`config.mk`:
```
export PLATFORM = sky130hd
export DESIGN_NAME = fluxo_dados
export DESIGN_NICKNAME = d
export VERILOG_FILES = /design/src/rtl/fluxo_dados.sv
export SDC_FILE = /design/constraint.sdc
export NUM_CORES = 1
export LEC_CHECK = 0
export ABC_CLOCK_PERIOD_IN_PS = 5000
export BUFFER_PORTS_ARGS = -buffer_cell sky130_fd_sc_hd__buf_2
export CORE_UTILIZATION = 40
export CTS_BUF_LIST = sky130_fd_sc_hd__clkbuf_16
export DETAILED_ROUTE_END_ITERATION = 8
export SYNTH_ARGS = -nofsm -noshare
export SYNTH_HDL_FRONTEND = slang
export SYNTH_SLANG_ARGS = --single-unit
export TNS_END_PERCENT = 10
```
`constraint.sdc`:
```
create_clock -name CLK -period 5 [get_ports CLK]
set_input_delay 1 -clock CLK [delete_from_list [all_inputs] [get_ports CLK]]
set_output_delay 1 -clock CLK [all_outputs]
set_load 0.005 [all_outputs]
```
`src/rtl/fluxo_dados.sv`:
```
// Datapath for a repeated-addition unsigned multiplier: RA holds the multiplicand,
// AR counts remaining additions, ACC accumulates, and P/PRONTO latch the result on SAIDA.
module fluxo_dados #(
  parameter int WIDTH = 8
) (
  input  logic               CLK,
  input  logic               RESET,
  input  logic               LOAD,
  input  logic               SAIDA,
  input  logic [WIDTH-1:0]   A,
  input  logic [WIDTH-1:0]   B,
  output logic [WIDTH-1:0]   AR,
  output logic [2*WIDTH-1:0] P,
  output logic               PRONTO
);

  logic [WIDTH-1:0]   r_ra;
  logic [WIDTH-1:0]   r_ar;
  logic [2*WIDTH-1:0] r_acc;
  logic [2*WIDTH-1:0] r_p;
  logic               r_pronto;
  logic               w_iterate;

  // The multiplicand is zero-extended; the sum wraps modulo 2^(2*WIDTH),
  // which cannot happen for any product of two WIDTH-bit operands.
  function automatic logic [2*WIDTH-1:0] acc_add(input logic [2*WIDTH-1:0] acc,
                                                 input logic [WIDTH-1:0]   ra);
    acc_add = acc + {{WIDTH{1'b0}}, ra};
  endfunction

  assign w_iterate = (r_ar != '0);

  always_ff @(posedge CLK or negedge RESET) begin
    if (!RESET) begin
      r_ra     <= '0;
      r_ar     <= '0;
      r_acc    <= '0;
      r_p      <= '0;
      r_pronto <= 1'b0;
    end else if (LOAD) begin
      r_ra     <= A;
      r_ar     <= B;
      r_acc    <= '0;
      r_pronto <= 1'b0;
    end else if (SAIDA) begin
      r_p      <= r_acc;
      r_pronto <= 1'b1;
    end else if (w_iterate) begin
      r_acc <= acc_add(r_acc, r_ra);
      r_ar  <= r_ar - 1'b1;
    end
  end

  assign AR     = r_ar;
  assign P      = r_p;
  assign PRONTO = r_pronto;

endmodule
```
# Yosys cells after proc, flatten, opt, wreduce, memory -nomap -nowiden
# Index checks and enable logic that the tools add are counted.
[classes]
n_addsub = 2
eq_ne = 1
n_mux = 8
bitwise = 1
n_reduce_logical = 5
[ops]
columns = ["operator", "count"]
rows = [
  ["2-to-1 mux 16 bit", 3],
  ["2-to-1 mux 8 bit", 3],
  ["adder 16 x 8 -> 16 bit", 1],
  ["nonzero test 8 bit", 1],
  ["subtractor 8 x 1 -> 8 bit, second input constant", 1],
  ["AND reduction 2 bit", 2],
  ["nonzero test 2 bit", 2],
  ["2-to-1 mux 1 bit", 2],
  ["inequality test 2 bit, second input constant", 1],
  ["NOT 1 bit", 1],
]
[totals]
ff_bits = 49
inputBits = 20

# Logic depth before layout (Yosys ltp)
# Gate-level depths: netlist (run 1).
[logic_depth]
ltp_word = 4
mapped_depth = 8
ltp_nobuf = 8

# Worst setup path after synthesis (run 1)
# No wires, ideal clock.
[synth_path]
path_type = "input-to-reg"
from = "input port LOAD"
to = "register r_p[10] (netlist: P[10])"
setup_ns = 0.125
t_arrival_ns = 2.115
t_required_ns = 4.875
path_slack_ns = 2.761
path_stages = 5
n_path_buf = 3
path_cell_list = "buf_2 > nand2b_1 > clkbuf_1 > buf_2 > mux2_2"
[synth_between]
elab_chain_len = 2
[synth_rtl]
columns = ["element", "line_no", "source"]
rows = [
  ["start, declared", "8", "input logic LOAD,"],
  ["NOT 1 bit (no line)", "--", ""],
  ["AND reduction 2 bit (no line)", "--", ""],
  ["end signal, assigned", "46", "r_p <= r_acc;"],
  ["end, declared", "20", "logic [2*WIDTH-1:0] r_p;"],
]
# Every way passes these cells.
# A chain may end at the register's enable or synchronous reset.

# Final worst setup path (run 1)
[layout_path]
from = "register r_ar[0] (netlist: AR[0])"
to = "register r_acc[10]"
[layout_between]
elab_chain_len = 3
[layout_rtl]
columns = ["element", "line_no", "source"]
rows = [
  ["start, declared", "18", "logic [WIDTH-1:0] r_ar;"],
  ["start signal, assigned", "50", "r_ar <= r_ar - 1'b1;"],
  ["nonzero test 8 bit", "31", "assign w_iterate = (r_ar != '0);"],
  ["nonzero test 2 bit (no line)", "--", ""],
  ["AND reduction 2 bit (no line)", "--", ""],
  ["end signal, assigned", "49", "r_acc <= acc_add(r_acc, r_ra);"],
  ["end, declared", "19", "logic [2*WIDTH-1:0] r_acc;"],
]
# Every way passes these cells.

==> results of run 1 <==
[cell families after synthesis]
kind of cell | after synthesis | synth area share
adder cells (fa/ha/maj) | 11 | 0.0592
AND/OR/NAND/NOR | 74 | 0.147
AO/OA/AOI/OAI | 49 | 0.124
flip-flops | 49 | 0.500
multiplexers | 25 | 0.114
buffers and inverters | 14 | 0.0235
XOR/XNOR | 9 | 0.0322
[power by group]
part           switching, mW  internal [mW]  total [mW]
clock network          0.142          0.184       0.326
registers             0.0297          0.434       0.463
logic                  0.107         0.0917       0.198
[worst max path at each step]
stage | to | slack (ns) | cells after the start
final | r_acc[10] | 2.31 | 7
after global routing | r_acc[10] | 2.13 | 7
after CTS | r_acc[10] | 2.28 | 7
after detailed placement | P[15] | 2.03 | 3
after global placement | P[2] | 2.07 | 3
after floorplan | P[10] | 2.76 | 5
[sequential cells by signal (all words and copies together), names as in the netlist]
register,count
AR,8
r_ra,8
PRONTO,1
r_acc,16
P,16
[worst register-to-register path, stage by stage, from the launching register on]
cell and delay [ns]:
dfrtp_1 0.41, inv_1 0.10, ha_1 0.23, nor4b_1 0.17, a21oi_1 0.87, o211ai_1 0.29
or3_1 0.39, a21oi_1 0.15
[through the flow]
step           instances  setup slack, ns  hold WS (ns)  cell area, µm²
6_report             349             2.31         0.490            2870
3_3_place_gp         341             2.07         0.469            2730
5_1_grt              349             2.13         0.530            2870
4_1_cts              349             2.28         0.495            2870
3_5_place_dp         341             2.03         0.479            2730
2_1_floorplan        231             2.76         0.473            2450
[per-layer routing]
layer / wire length (µm) / global-route usage / part of all wire / up-vias
met5: 0 / 0 / 0 / -
li1: - / - / - / 905
met4: 57 / 0.0482 / 0.012 / 0
met3: 180 / 0.0352 / 0.038 / 6
met2: 2170 / 0.268 / 0.46 / 33
met1: 2280 / 0.194 / 0.49 / 863
[cells in the final DEF, fill, tap and decap left out, drive strengths merged, types with 6 or more instances in the layout]
master,n
nor2,16
buf,44
xor2,6
a21oi,18
o21ai,16
ha,10
nand2,27
mux2,24
dfrtp,49
[area by class of cell]
cell class / count / area, µm²
inverters: 5 / 18.8
well taps: 75 / 93.8
fillers: 557 / 3050
repair buffers: 44 / 220
clock buffers: 5 / 125
flip-flops and latches: 49 / 1230
multi-input cells: 168 / 1170
clock inverters: 3 / 17.5
==> qor.csv, run 1 <==
stage,metric,value,unit
placed_design,post-dp-hpwl,3210,µm
critical_path,reg2reg_slack,2.31,ns
clock_tree,ctsRootBufferMaster,clkbuf_16,
clock_tree,cts_resized,0,
critical_path,critPathMaxFanout,13,
min_path,holdPathEnd,P[1],
min_path,min-delay-path-class,flop to flop,
clock_tree,ctsLongestPathBuffers,2,
detailed_routing,vias_per_cell,5.18,
clock_tree,postCtsHoldBufs,0,
sta,hold_viol_final,0,
detailed_routing,wl_per_cell,13.4,µm
critical_path,timing.rr.start,AR[0],
logic_synthesis,synth_edf_count,0,
sta,worst_slew_pin_slew,1.09,ns
detailed_routing,ant_nets,0,
detailed_routing,first_iter_violations,88,
logic_synthesis,avgSynthCellArea,10.6,µm²
sta,period_share,0.537,
pwr,p_leak,1.37,nW
logic_synthesis,synth.area.top_cells,"dfrtp_1 (50%), mux2_2 (11%), ha_1 (5.1%)",
cells_and_area,fin_util,0.485,
critical_path,path_class,flop to flop,
clock_tree,cts_tree,built,
global_route,grt_max_degree,50,
cells_and_area,drive_above_1_share,0.292,
logic_synthesis,synth_area_leader_cell,dfrtp_1,
logic_synthesis,netlist_area,2450,µm²
logic_synthesis,ys_seq_elements,49,
clock_tree,cts.sinks,49,
critical_path,cp-end-kind,flop,
sta,slew_viol_final,0,
logic_synthesis,ys_seq_area_frac,0.500,
sta,skew,0.00535,ns
critical_path,crit_start,AR[0],
detailed_routing,drt_pass1_iterations,4,
logic_synthesis,syn_nets,262,
sta,rsz0062_at_grt,no,
cells_and_area,syn_to_final_growth,17.0,%
pwr,p_per_area,344,nW/µm²
clock_tree,path_clk_slew,0.06,ns
placed_design,gp_congestion,0.692,
logic_synthesis,synthArstFlopShare,1.00,
critical_path,crit_path_cell_trace,inv_1 -> ha_1 -> nor4b_1 -> a21oi_1 -> o211ai_1 -> or3_1 -> a21oi_1,
detailed_routing,wl,4690,µm
placed_design,port_buffers,44,
run,cap_violations,0,
cells_and_area,layout.nets,304,
global_route,first_global_vias,1705,
logic_synthesis,syn-instance-count,231,
logic_synthesis,yosys.area.top_type_share,0.500,
critical_path,crit_arrival,2.89,ns
clock_tree,htree_levels,2,
detailed_routing,post-route-drc-count,0,
floorplan,die_area,6440,µm²
logic_synthesis,synth.most_common_cell,dfrtp_1,
logic_synthesis,synth_cell_type_count,41,
critical_path,worstSetupStartpointType,flop,
floorplan,num_io_pins,45,
clock_tree,cts-buffers-inserted,5,
logic_synthesis,yosys_warnings,0,
logic_synthesis,synthFlopType,dfrtp_1,
cells_and_area,diodes,0,
global_route,grt_pass1_wl,7660,µm
clock_tree,cts_setup_buffers,0,
critical_path,cp_top_family,compound AO/OA/AOI/OAI gates,
min_path,hp-start,P[1],
sta,fmax,372,MHz
sta,final.setup.tns,0,ns
sta,relSlewSlack,0.272,
floorplan,initial_core_util,0.414,
critical_path,crit_slowest_cell,a21oi_1,
critical_path,reg2regPathDepth,7,
global_route,antenna_found_initial,0,
detailed_routing,num_vias,1807,
critical_path,regToRegEndpoint,r_acc[10],
pwr,totalPowerFinal,0.987,mW
critical_path,worstPathRequired,5.20,ns
clock_tree,clkLatencyLatePin,0.29,ns
critical_path,cpPeakStageDelay,0.87,ns
min_path,worstHoldPathCells,2,
sta,period_needed,2.69,ns
floorplan,die_h,80.3,µm
critical_path,cp_num_buf_inv,1,
sta,finalSetupViolCount,0,
floorplan,core-area,5920,µm²
outcome,status,finished clean,
global_route,grt_util_all_layers,0.156,
logic_synthesis,synth_commonest_cells,"dfrtp_1 (49), nand2_1 (27), mux2_2 (24)",
global_route,gr-total-overflow,0,
pwr,ir_drop,0.186,mV
floorplan,rows,28,
floorplan,die_w,80.3,µm
critical_path,cpMostUsedCell,a21oi_1,
No activity file was read; power rests on OpenSTA's default activity.
==> run 2, diff against run 1 <==
ABC_CLOCK_PERIOD_IN_PS = 2800   (was 5000)
clock period = 2.8 ns   (was 5 ns; I/O delays follow)
==> qor.csv, run 2 (same netlist as run 1, synthesis figures left out) <==
stage,metric,value,unit,change
placed_design,place_area,2770,µm²,was 2730 µm²
critical_path,timing.rr.start,r_acc[0],,was AR[0]
floorplan,die_w,80.3,µm,unchanged
clock_tree,htree_levels,2,,unchanged
placed_design,gp_congestion,0.794,,was 0.692
detailed_routing,wl,4920,µm,was 4690 µm
detailed_routing,wl_per_cell,13.9,µm,was 13.4 µm
clock_tree,postCtsHoldBufs,0,,unchanged
floorplan,core-area,5920,µm²,unchanged
cells_and_area,diodes,0,,unchanged
placed_design,pre_cts_slack,0.537,ns,was 2.03 ns
critical_path,reg2regPathDepth,8,,was 7
critical_path,worstSetupStartpointType,flop,,unchanged
critical_path,cp-end-kind,flop,,unchanged
clock_tree,cts-buffers-inserted,5,,unchanged
placed_design,port_buffers,44,,unchanged
detailed_routing,vias_per_cell,5.23,,was 5.18
detailed_routing,drt_pass1_iterations,4,,unchanged
detailed_routing,post-route-drc-count,0,,unchanged
clock_tree,cts_resized,0,,unchanged
global_route,grt_max_degree,50,,unchanged
sta,hold_viol_final,0,,unchanged
cells_and_area,final_cell_mix,"dfrtp_1 (49), buf_2 (44), nand2_1 (27)",,unchanged
detailed_routing,first_iter_violations,103,,was 88
detailed_routing,ant_nets,0,,unchanged
critical_path,path_class,flop to flop,,unchanged
pwr,ir_drop,0.307,mV,was 0.186 mV
clock_tree,cts_tree,built,,unchanged
sta,skew,0.00416,ns,was 0.00535 ns
global_route,gr-total-overflow,0,,unchanged
run,cap_violations,0,,unchanged
sta,finalSetupViolCount,0,,unchanged
cells_and_area,drive_above_1_share,0.302,,was 0.292
critical_path,worstPathRequired,2.97,ns,was 5.20 ns
cells_and_area,fin_area,2910,µm²,was 2870 µm²
cells_and_area,fillers,590,,was 557
placed_design,post-dp-hpwl,3480,µm,was 3210 µm
critical_path,crit_arrival,2.43,ns,was 2.89 ns
pwr,p_leak,1.39,nW,was 1.37 nW
critical_path,regToRegEndpoint,r_acc[12],,was r_acc[10]
pwr,p_per_area,610,nW/µm²,was 344 nW/µm²
global_route,antenna_found_initial,0,,unchanged
global_route,grt_util_all_layers,0.164,,was 0.156
clock_tree,path_clk_slew,0.06,ns,about the same
sta,fmax,444,MHz,was 372 MHz
detailed_routing,num_vias,1846,,was 1807
global_route,grt_pass1_wl,8110,µm,was 7660 µm
sta,final.setup.tns,0,ns,unchanged
critical_path,reg2reg_slack,0.55,ns,was 2.31 ns
sta,period_needed,2.25,ns,was 2.69 ns
floorplan,num_io_pins,45,,unchanged
cells_and_area,mostFrequentLayoutCell,dfrtp_1,,unchanged
clock_tree,clkLatencyLatePin,0.29,ns,about the same
sta,slew_viol_final,0,,unchanged
sta,rsz0062_at_grt,no,,unchanged
cells_and_area,syn_to_final_growth,18.8,%,was 17.0%
floorplan,die_area,6440,µm²,unchanged
cells_and_area,final_cells,353,,was 349
min_path,min-delay-path-class,input pin to async pin,,was flop to flop
pwr,totalPowerFinal,1.78,mW,was 0.987 mW
clock_tree,cts.sinks,49,,unchanged
floorplan,initial_core_util,0.414,,unchanged
cells_and_area,layout.nets,308,,was 304
outcome,status,finished clean,,unchanged
cells_and_area,seq_area,1230,µm²,unchanged
sta,period_share,0.804,,was 0.537
global_route,first_global_vias,1733,,was 1705
floorplan,rows,28,,unchanged
placed_design,dp_cells,345,,was 341
clock_tree,cts_setup_buffers,0,,unchanged
sta,relSlewSlack,0.435,,was 0.272
floorplan,die_h,80.3,µm,unchanged
cells_and_area,multi_input_area,1170,µm²,unchanged
clock_tree,ctsRootBufferMaster,clkbuf_16,,unchanged
critical_path,critPathMaxFanout,5,,was 13
sta,worst_slew_pin_slew,0.847,ns,was 1.09 ns
sta,fin_ws,0.549,ns,was 2.31 ns
clock_tree,ctsLongestPathBuffers,2,,unchanged
-- run 2: cell count changes in the layout (fill, tap and decap cells not counted) --
cell,previous run,this run
buf_4,0,3
clkinvlp_4,0,2
buf_12,0,1
clkinv_1,1,0
clkinv_2,1,0
clkinv_4,1,0
inv_1,5,6
-- run 2: power breakdown --
group / leakage, nW / total [mW] / internal, mW / switching (mW)
sequential: 0.639 / 0.829 / 0.775 / 0.0549
clock: 0.0672 / 0.582 / 0.328 / 0.255
combinational: 0.688 / 0.364 / 0.171 / 0.193
-- run 2: layout make-up --
cell class,count,area share
Timing Repair Buffer,48,0.0902
Clock buffer,5,0.0430
Tap cell,75,0.0322
Clock inverter,3,0.00644
Multi-Input combinational cell,168,0.401
Inverter,5,0.00644
Sequential cell,49,0.421
-- run 2: per-layer routing --
metal	vias up	share of wire	global-route usage
met5	-	0	0
met3	5	0.040	0.0352
met1	889	0.46	0.219
met4	0	0.011	0.0482
li1	914	-	-
met2	38	0.49	0.268
-- run 2: through the flow --
stage / utilization / hold slack (ns)
after floorplan: - / 0.264
after global placement: 0.468 / 0.470
after detailed placement: 0.468 / 0.480
after CTS: 0.492 / 0.257
after global routing: 0.492 / 0.273
final: 0.492 / 0.249
-- run 2: how the worst max path moves through the flow --
stage,cells past startpoint,from,slack [ns],endpoint
6_report,8,r_acc[0],0.55,r_acc[12]
5_1_grt,8,r_acc[0],0.36,r_acc[12]
4_1_cts,8,r_acc[0],0.52,r_acc[12]
3_5_place_dp,8,r_acc[0],0.54,r_acc[12]
3_3_place_gp,8,r_acc[0],0.63,r_acc[12]
2_1_floorplan,8,r_acc[0],0.75,r_acc[12]
-- run 2: worst max-delay path, cell delays in order (launching register included) --
cell and delay, ns:
dfrtp_1 0.37, ha_1 0.19, inv_1 0.06, fa_1 0.41, nor2b_1 0.16, o31a_1 0.25, o21ai_0 0.12, nor3b_1 0.23
mux2_2 0.36
==> run 3, diff against run 2 <==
ABC_CLOCK_PERIOD_IN_PS = 2300   (was 2800)
clock period = 2.3 ns   (was 2.8 ns; I/O delays follow)
==> qor.csv, run 3 (same netlist as run 1, synthesis figures left out) <==
stage,metric,value,unit,change
floorplan,initial_core_util,0.414,,unchanged
critical_path,crit_arrival,2.30,ns,was 2.43 ns
detailed_routing,vias_per_cell,5.22,,was 5.23
sta,period_share,0.923,,was 0.804
pwr,sw_frac_of_total,0.268,,was 0.283
cells_and_area,diodes,0,,unchanged
run,cap_violations,0,,unchanged
detailed_routing,ant_nets,0,,unchanged
clock_tree,cts.sinks,49,,unchanged
detailed_routing,wl_per_cell,13.6,µm,was 13.9 µm
placed_design,place_area,2810,µm²,was 2770 µm²
clock_tree,cts_tree,built,,unchanged
detailed_routing,num_vias,1863,,was 1846
clock_tree,ctsLongestPathBuffers,2,,unchanged
critical_path,crit_path_cell_trace,ha_2 -> inv_1 -> fa_2 -> nor2b_1 -> o31a_1 -> o21ai_0 -> nor3b_1 -> mux2_2,,was ha_1 -> inv_1 -> fa_1 -> nor2b_1 -> o31a_1 -> o21ai_0 -> nor3b_1 -> mux2_2
critical_path,reg2reg_slack,0.18,ns,was 0.55 ns
global_route,grt_pass1_wl,8230,µm,was 8110 µm
clock_tree,postCtsHoldBufs,0,,unchanged
global_route,gr-total-overflow,0,,unchanged
cells_and_area,final_cell_mix,"dfrtp_1 (49), buf_2 (44), nand2_1 (27)",,unchanged
sta,relSlewSlack,0.687,,was 0.435
sta,final.setup.tns,0,ns,unchanged
critical_path,worstSetupStartpointType,flop,,unchanged
sta,period_needed,2.12,ns,was 2.25 ns
cells_and_area,drive_above_1_share,0.316,,was 0.302
floorplan,die_area,6440,µm²,unchanged
global_route,grt_max_degree,50,,unchanged
pwr,p_int,1.66,mW,was 1.27 mW
cells_and_area,fillers,563,,was 590
floorplan,die_w,80.3,µm,unchanged
global_route,first_global_vias,1819,,was 1733
outcome,status,finished clean,,unchanged
pwr,switchingPower,0.608,mW,was 0.503 mW
floorplan,num_io_pins,45,,unchanged
clock_tree,htree_levels,2,,unchanged
critical_path,worstPathRequired,2.47,ns,was 2.97 ns
sta,fmax,471,MHz,was 444 MHz
clock_tree,cts-buffers-inserted,5,,unchanged
critical_path,path_class,flop to flop,,unchanged
cells_and_area,mostFrequentLayoutCell,dfrtp_1,,unchanged
detailed_routing,drt_pass1_iterations,4,,unchanged
critical_path,cp-end-kind,flop,,unchanged
detailed_routing,wl,4850,µm,was 4920 µm
global_route,grt_util_all_layers,0.169,,was 0.164
placed_design,port_buffers,44,,unchanged
cells_and_area,layout.nets,312,,was 308
floorplan,core-area,5920,µm²,unchanged
pwr,pwr-share-clk,0.357,,was 0.328
placed_design,gp_congestion,0.720,,was 0.794
critical_path,cpPeakStageDelay,0.37,ns,was 0.41 ns
critical_path,critPathMaxFanout,3,,was 5
pwr,power_frac_seq,0.443,,was 0.467
pwr,p_per_area,763,nW/µm²,was 610 nW/µm²
detailed_routing,first_iter_violations,75,,was 103
clock_tree,clkLatencyLatePin,0.29,ns,about the same
sta,hold-worst-slack,0.153,ns,was 0.249 ns
critical_path,crit_slowest_cell,dfrtp_1,,was fa_1
placed_design,post-dp-hpwl,3500,µm,was 3480 µm
sta,hold_viol_final,0,,unchanged
pwr,p_leak,1.43,nW,was 1.39 nW
sta,finalSetupViolCount,0,,unchanged
sta,skew,0.00664,ns,was 0.00416 ns
clock_tree,ctsRootBufferMaster,clkbuf_16,,unchanged
pwr,ir_drop,0.522,mV,was 0.307 mV
sta,slew_viol_final,0,,unchanged
floorplan,die_h,80.3,µm,unchanged
cells_and_area,syn_to_final_growth,21.5,%,was 18.8%
min_path,min-delay-path-class,input pin to async pin,,unchanged
sta,worst_slew_pin_slew,0.469,ns,was 0.847 ns
global_route,antenna_found_initial,0,,unchanged
pwr,p_comb_frac,0.200,,was 0.205
detailed_routing,post-route-drc-count,0,,unchanged
cells_and_area,fin_area,2980,µm²,was 2910 µm²
sta,rsz0062_at_grt,no,,unchanged
floorplan,rows,28,,unchanged
clock_tree,path_clk_slew,0.06,ns,about the same
## run 3: critical path, delay by kind of cell (launching register included)
family / cells / cell delay (ns)
compound gates: 2 / 0.31
flops: 1 / 0.37
simple gates: 2 / 0.39
fa+ha+maj: 2 / 0.54
buf+inv: 1 / 0.05
mux: 1 / 0.35
## run 3: timing repair
item,CTS,global route
buffers inserted,0,0
setup endpoints to repair,0,1
gates resized for setup,0,2
## run 3: final timing paths
| kind | startpoint | endpoint | cells past startpoint |
|---|---|---|---|
| setup / recovery | r_acc[0] | r_acc[12] | 8 |
| hold / removal | RESET | P[1] | 2 |
| setup reg to reg | r_acc[0] | r_acc[12] | 8 |
| hold reg to reg | P[1] | P[1] | 2 |
| max in group asynchronous | RESET | r_acc[3] | 2 |
| min in group CLK | B[4] | AR[4] | 3 |
## run 3: power groups by stage
stage                     logic (mW)  clock network [mW]  registers (mW)
after floorplan                0.300                   0            1.02
after global placement         0.449                   0            1.02
after detailed placement       0.457                   0            1.02
after CTS                      0.460               0.834            1.01
after global routing           0.515               0.865            1.02
final                          0.455               0.810            1.01
## run 3: routing by layer
metal / GRT usage / share of wire / routed length, µm
met3: 0.0375 / 0.034 / 165
met4: 0.0839 / 0.021 / 103
met5: 0 / 0 / 0
met2: 0.269 / 0.46 / 2220
met1: 0.214 / 0.49 / 2360
## run 3: final cells by class
class	count	area, µm²	area share
multi-input cells	168	1170	0.394
flip-flops and latches	49	1230	0.412
repair buffers	52	305	0.102
clock buffers	5	125	0.0420
clock inverters	3	37.5	0.0126
well taps	75	93.8	0.0315
inverters	5	18.8	0.00630
## run 3: metrics by stage
stage,setup WS (ns),utilization,cells,total power [mW]
detailed placement,0.114,0.475,349,1.48
global placement,0.206,0.475,349,1.47
global route,0.0458,0.503,357,2.40
CTS,0.104,0.502,357,2.30
floorplan,0.252,-,231,1.31
finish,0.176,0.503,357,2.27
